`src/rtl/serial_tx_pkg.sv`:
```
// Shared definitions for the serial transmitter and its matching receiver:
// frame state encoding and the baud-counter width helper.
package serial_tx_pkg;

  typedef enum logic [2:0] {
    IDLE   = 3'd0,
    START  = 3'd1,
    DATA   = 3'd2,
    PARITY = 3'd3,
    STOP   = 3'd4
  } uart_state_t;

  // Baud counter width for a given bit period; never narrower than 1 bit.
  function automatic int unsigned cnt_width(input int unsigned clks);
    return (clks < 2) ? 1 : $clog2(clks);
  endfunction

endpackage

```
`src/rtl/serial_tx_baud_tick.sv`:
```
// Bit-period counter: counts 0..CLKS_PER_BIT-1 and pulses tick on the last
// cycle of each bit; clear holds it at zero.
module serial_tx_baud_tick
  import serial_tx_pkg::*;
#(
  parameter int unsigned CLKS_PER_BIT = 16
) (
  input  logic clock,
  input  logic reset,
  input  logic clear,
  output logic tick
);

  localparam int unsigned CW = cnt_width(CLKS_PER_BIT);
  localparam logic [CW-1:0] LAST = CW'(CLKS_PER_BIT - 1);

  logic [CW-1:0] cnt;

  // >= rather than == so an out-of-range count still ends the bit and reloads.
  assign tick = !clear && (cnt >= LAST);

  always_ff @(posedge clock) begin
    if (!reset || clear) begin
      cnt <= '0;
    end else if (cnt >= LAST) begin
      cnt <= '0;
    end else begin
      cnt <= cnt + 1'b1;
    end
  end

endmodule

```
`src/rtl/serial_tx.sv`:
```
// Byte-wide serial transmitter: start bit, 8 data bits LSB first, optional
// parity bit, 1 or 2 stop bits; tx idles high.
module serial_tx
  import serial_tx_pkg::*;
#(
  parameter int unsigned CLKS_PER_BIT = 16,
  parameter int unsigned PARITY_EN    = 0,
  parameter int unsigned PARITY_ODD   = 0,
  parameter int unsigned STOP_BITS    = 1
) (
  input  logic       clock,
  input  logic       reset,
  input  logic [7:0] data_in,
  input  logic       data_valid,
  output logic       data_ready,
  output logic       tx,
  output logic       busy
);

  localparam logic [2:0] LAST_STOP = 3'(STOP_BITS - 1);

  uart_state_t state;
  logic [7:0]  data_reg;
  logic [2:0]  bit_idx;
  logic        tick;
  logic        parity_bit;

  assign parity_bit = (^data_reg) ^ (PARITY_ODD != 0);
  assign busy       = ~data_ready;

  serial_tx_baud_tick #(
    .CLKS_PER_BIT(CLKS_PER_BIT)
  ) u_baud_tick (
    .clock(clock),
    .reset(reset),
    .clear(state == IDLE),
    .tick (tick)
  );

  // tx is loaded on each transition so it already carries the next bit's value.
  always_ff @(posedge clock) begin
    if (!reset) begin
      state      <= IDLE;
      tx         <= 1'b1;
      data_ready <= 1'b1;
      bit_idx    <= '0;
      data_reg   <= '0;
    end else begin
      case (state)
        IDLE: begin
          if (data_valid) begin
            data_reg   <= data_in;
            state      <= START;
            tx         <= 1'b0;
            data_ready <= 1'b0;
            bit_idx    <= '0;
          end
        end
        START: begin
          if (tick) begin
            state <= DATA;
            tx    <= data_reg[0];
          end
        end
        DATA: begin
          if (tick) begin
            if (bit_idx == 3'd7) begin
              bit_idx <= '0;
              if (PARITY_EN != 0) begin
                state <= PARITY;
                tx    <= parity_bit;
              end else begin
                state <= STOP;
                tx    <= 1'b1;
              end
            end else begin
              bit_idx <= bit_idx + 3'd1;
              tx      <= data_reg[bit_idx + 3'd1];
            end
          end
        end
        PARITY: begin
          if (tick) begin
            state <= STOP;
            tx    <= 1'b1;
          end
        end
        STOP: begin
          if (tick) begin
            if (bit_idx >= LAST_STOP) begin
              state      <= IDLE;
              data_ready <= 1'b1;
              bit_idx    <= '0;
            end else begin
              bit_idx <= bit_idx + 3'd1;
            end
          end
        end
        default: begin
          state      <= IDLE;
          tx         <= 1'b1;
          data_ready <= 1'b1;
          bit_idx    <= '0;
        end
      endcase
    end
  end

endmodule

```
`config.mk`:
```
export PLATFORM = sky130hd
export DESIGN_NAME = serial_tx
export DESIGN_NICKNAME = d
export VERILOG_FILES = /design/src/rtl/serial_tx_pkg.sv /design/src/rtl/serial_tx_baud_tick.sv /design/src/rtl/serial_tx.sv
export SDC_FILE = /design/constraint.sdc
export NUM_CORES = 1
export LEC_CHECK = 0
export CAP_MARGIN = 20
export CORE_ASPECT_RATIO = 0.75
export CORE_UTILIZATION = 39
export CTS_BUF_LIST = sky130_fd_sc_hd__clkbuf_8
export CTS_CLUSTER_SIZE = 25
export DETAILED_ROUTE_END_ITERATION = 12
export MAX_ROUTING_LAYER = met4
export PLACE_DENSITY = 0.67
export SLEW_MARGIN = 0
export SYNTH_ARGS = -nofsm -noshare
export SYNTH_HDL_FRONTEND = slang
export SYNTH_SLANG_ARGS = --single-unit
export TNS_END_PERCENT = 1
```
`constraint.sdc`:
```
create_clock -name clock -period 2 [get_ports clock]
set_input_delay 0.4 -clock clock [delete_from_list [all_inputs] [get_ports clock]]
set_output_delay 0.4 -clock clock [all_outputs]
set_load 0.01 [all_outputs]
```
Yosys cells after proc, flatten, opt, wreduce, memory -nomap -nowiden
Index checks and enable logic that the tools add are counted.
- register bits: 20
- bits of input ports: 11
- word-level logic and storage cells: 65
- add/subtract/negate cells: 2
- order comparisons: 3
- equal/unequal tests: 12
- mux-type cells: 25
- bitwise operators: 4
- reductions and logical operators: 13
- operators with widths (operator ; count):
    $mux 3 ; 12
    $pmux 3 s5 ; 1
    $ne 2x2->1 const B ; 7
    $pmux 3 s4 ; 1
    $mux 1 ; 8
    $reduce_and 4->1 ; 2
    $reduce_and 7->1 ; 1
    $eq 3x2->1 const B ; 2
    $eq 3x3->1 const B ; 2
    $pmux 1 s5 ; 1
    $reduce_and 5->1 ; 1
    $add 4x1->4 const B ; 1
    $ge 4x4->1 const B ; 1
    $lt 3x4->1 const B ; 1
    $not 1->1 ; 4
    $reduce_or 2->1 ; 2
    $add 3x1->3 const B ; 1
    $bmux 1 s3 ; 1
    $eq 3x1->1 const B ; 1
    $ge 3x1->1 const B ; 1
    $logic_not 3->1 ; 1
    $pmux 1 s3 ; 1
    $reduce_or 3->1 ; 1
    $logic_not 1->1 ; 2
    other kinds (3) ; 3

Depth between registers and ports, before layout
Gate-level depths: netlist of the first run.
- depth in word-level cells: 6
- gate-level depth with buffers: 6

By module
A second synthesis of the first run with hierarchy kept.
- cells, all modules: 114
- area, all modules: 979.7 µm²
- by module, submodules not included (module ; times used ; cells each ; area an instance (µm²)):
    serial_tx ; 1 ; 98 ; 818.3
    serial_tx_baud_tick ; 1 ; 16 ; 161.4

Worst setup path before layout of the first run
Ideal clock, no wire load.
- path type: reg2reg
- from: reg bit_idx[0]
- to: reg tx
- arrival: 1592 ps
- data required time: 1880 ps
- path slack: 288 ps
- stages on the path, launching flop included: 6
- period minus slack after synthesis: 1712 ps
- cell sequence: dfxtp_1 > ha_1 > mux4_1 > mux2i_1 > a21oi_1 > a211o_1
- longest elaborated chain between the ends: 6
- elaborated cells on any way between the ends: 7
- those cells by class: 1 x add/sub; 1 x eq/ne; 5 x mux
- ends and longest elaborated chain (element ; line ; source):
    start, declared ; serial_tx.sv:24 ; logic [2:0] bit_idx;
    start signal, assigned ; serial_tx.sv:77 ; bit_idx <= bit_idx + 3'd1;
    start signal, assigned ; serial_tx.sv:95 ; bit_idx <= bit_idx + 3'd1;
    $add 3x1->3 ; serial_tx.sv:78 ; tx <= data_reg[bit_idx + 3'd1];
    $bmux 1 s3 ; serial_tx.sv:78 ;
    $mux 1 (implied by the code) ; serial_tx.sv:78 ;
    $mux 1 * ; serial_tx.sv:67 ; if (bit_idx == 3'd7) begin
    $mux 1 * ; serial_tx.sv:66 ; if (tick) begin
    $pmux 1 s5 * ; serial_tx.sv:49 ; case (state)
    end signal, assigned ; serial_tx.sv:62 ; tx <= data_reg[0];
    end signal, assigned ; serial_tx.sv:71 ; tx <= parity_bit;
    end signal, assigned ; serial_tx.sv:78 ;
    end, declared ; serial_tx.sv:16 ; output logic tx,
Every way passes the cells marked *; elsewhere a longest branch is shown, timed or not. The select of a mux whose other input is x is not followed.
A chain may end at the register's enable or synchronous reset.

Worst setup path in the final report of the first run
Same ends and word-level chain as after synthesis.

==> results.yml, run 1 <==
worst_hold_path:
  whs_path_depth: 1
  hold_path.class: "flip-flop to flip-flop"
  hp-start: "u_baud_tick.cnt[0]"
power_and_ir_drop:
  powerDensity_mw_per_mm2: 691
  p_leak_nw: 0.448
  ir_worst_vdd_mv: 0.435
cells_and_area:
  final_nets: 140
  fillers: 230
  fin_cells: 158
  n_antenna_cell: 0
  largest_reg_flops: 8
  layout-drive-gt1-share_pct: 5.65
  syn_to_final_growth_pct: 20.2
timing:
  finalHoldViolCount: 0
  clock.fmax_mhz: 555
  rsz0062_at_grt: "no"
  period_minus_slack_ns: 1.80
  skew_ns: 0.00290
  final.setup.tns_ns: 0
  fin_crit_sh_pct: 90.0
  relSlewSlack_pct: 71.1
  slew_viol_final: 0
  setup_viol: 0
  worstMarginPinSlew_ns: 0.431
yosys:
  async_flop_share_pct: 0
  ys_types: 28
  syn-cell-area_um2: 952
  syn_inst: 110
  ys_warn_count: 0
  synth-seq-cells: 20
  syn_avg_cell_area_um2: 8.66
  syn_nets: 124
  yosys.area.top_type: "dfxtp_1"
  synth_flop_cell: "dfxtp_1"
  yosysTopAreaCellShare_pct: 42.0
  synth_edf_count: 0
  ys_seq_area_share_pct: 42.0
  synth_area_leaders: "dfxtp_1 42%, nand2_1 8.7%, a21oi_1 7.9%, mux4_1 5.5%, mux2i_1 4.2%"
clocking:
  htree_num_levels: 1
  cts_made_buffers: 3
  post_cts_buffers: 0
  cts_resized: 0
  clk_latency_ns: 0.25
  cts_hold_buf: 0
  clk_path_buf_depth: 2
  cts.sinks: 20
  clkSlewWorstSetupHoldPaths_ns: 0.07
  cts_root_buffer: "clkbuf_8"
  cts_tree: "done"
worst_setup_path:
  cp-endpoint: "tx"
  r2r_start: "bit_idx[0]"
  crit_required_ns: 2.15
  crit_type: "flip-flop to flip-flop"
  crit_start: "bit_idx[0]"
  crit_arrival_ns: 1.95
  r2r_end: "tx"
  cp-start-kind: "flip-flop"
  crit_path_end_kind: "flip-flop"
  crit_fanout: 4
  r2r_cells: 5
  regToRegSetupSlack_ns: 0.20
run:
  cap_viol_max_count: 0
place:
  portBuffers: 13
  hpwl_mm: 1.38
  gp_congestion: 0.762
  place_inst: 155
routing:
  vias: 766
  wl_mm: 1.84
  avgViaCountPerCell: 4.85
  drt-wirelength-per-cell_um: 11.6
  drc: 0
  drt_pre_antenna_iters: 4
  drt-initial-drc-count: 34
  ant_nets: 0
grt:
  grt_pass1_vias: 643
  grt_pass1_wl_mm: 2.92
  globalRouteOverflowTotal: 0
  gr-usage-all-layers_pct: 15.4
  grt_antenna_before_repair: 0
  grt_max_degree: 12
die:
  dieArea_mm2: 0.00265
  dieHeight_um: 44.8
  core_mm2: 0.00231
  num_rows: 15
  ios: 14
  start_util_pct: 41.2
  die_w_um: 59.1
outcome:
  status: "finished clean"
==> synth_stat cells, drive strengths merged, types with 2 or more instances <==
master	n
nor2	7
nand3b	2
o21ai	4
nand2	22
nor3	4
clkbuf	3
inv	5
or3	2
nand2b	2
mux2i	4
a21oi	15
nand3	4
mux4	2
dfxtp	20
ha	3
and3	2
==> metal layers <==
layer | vias to the layer above | wire (um) | GRT usage (%)
met5 | - | 0 | -
met4 | 0 | 0 | 2.86
met3 | 0 | 64 | 6.02
met2 | 12 | 799 | 21.8
met1 | 345 | 972 | 20.9
li1 | 409 | - | -
==> layout by cell type (no fill, tap or decap), types with 2 or more instances in the layout <==
master and n:
a21oi_1 15, or3_1 2, ha_1 3, inv_1 5, o21ai_0 4, nor2_1 7
nand3_1 4, nor3_1 3, dfxtp_1 20, mux2i_1 4, mux4_1 2, nand2_1 22
clkdlybuf4s50_1 13, buf_4 2, nand3b_1 2, clkbuf_8 3, nand2b_1 2
==> cells by family (layout without fill, tap and decap cells) <==
logic type | Yosys count | after routing | synth area share (%)
simple gates | 48 | 48 | 24.2
flops | 20 | 20 | 42.0
xor+xnor | 2 | 2 | 1.84
compound gates | 22 | 22 | 12.5
buf+inv | 9 | 23 | 5.78
fa+ha+maj | 3 | 3 | 3.94
mux | 6 | 6 | 9.72
==> worst min-delay path by stage <==
stage	to	slack, ns
floorplan	u_baud_tick.cnt[0]	0.42
global placement	u_baud_tick.cnt[0]	0.43
detailed placement	u_baud_tick.cnt[0]	0.44
CTS	u_baud_tick.cnt[0]	0.46
global route	u_baud_tick.cnt[0]	0.47
finish	u_baud_tick.cnt[0]	0.46
==> where the power goes <==
part,switching (mW),internal [mW],leakage (nW),total (mW)
clock network,0.125,0.134,0.0216,0.259
registers,0.0146,0.416,0.163,0.431
logic,0.0460,0.0554,0.263,0.101
==> worst max-delay path, stage by stage (launching register included) <==
cell and delay (ns):
dfxtp_1 0.34, ha_1 0.35, mux4_1 0.55, mux2i_1 0.15, a21oi_1 0.08, a211o_1 0.22
==> through the flow <==
stage / hold WS, ns / util (%) / worst slack, ns / cell area, um^2 / total power, mW
after CTS: 0.457 / 49.6 / 0.190 / 1140 / 0.802
after floorplan: 0.418 / - / 0.288 / 952 / 0.496
after global placement: 0.429 / 47.8 / 0.224 / 1100 / 0.540
after detailed placement: 0.443 / 47.8 / 0.192 / 1100 / 0.541
final: 0.457 / 49.6 / 0.200 / 1140 / 0.791
after global routing: 0.475 / 49.6 / 0.155 / 1140 / 0.825
==> cell type report <==
type                    instances  area [um^2]  area share (%)
inverters                       5         18.8            1.64
well taps                      34         42.5            3.72
flip-flops and latches         20          400            35.0
multi-input cells              81          497            43.4
clock buffers                   3         41.3            3.61
repair buffers                 15          145            12.7
No activity file was read; power rests on OpenSTA's default activity.
==> run 2, diff against run 1 <==
--- a/config.mk
+++ b/config.mk
@@ -9,7 +9,7 @@
 export CORE_ASPECT_RATIO = 0.75
 export CORE_UTILIZATION = 39
 export CTS_BUF_LIST = sky130_fd_sc_hd__clkbuf_8
-export CTS_CLUSTER_SIZE = 25
+export CTS_CLUSTER_SIZE = 24
 export DETAILED_ROUTE_END_ITERATION = 12
 export MAX_ROUTING_LAYER = met4
 export PLACE_DENSITY = 0.67
==> results of run 2 <==
Final layout, timing and power as in run 1 (identical DEF).
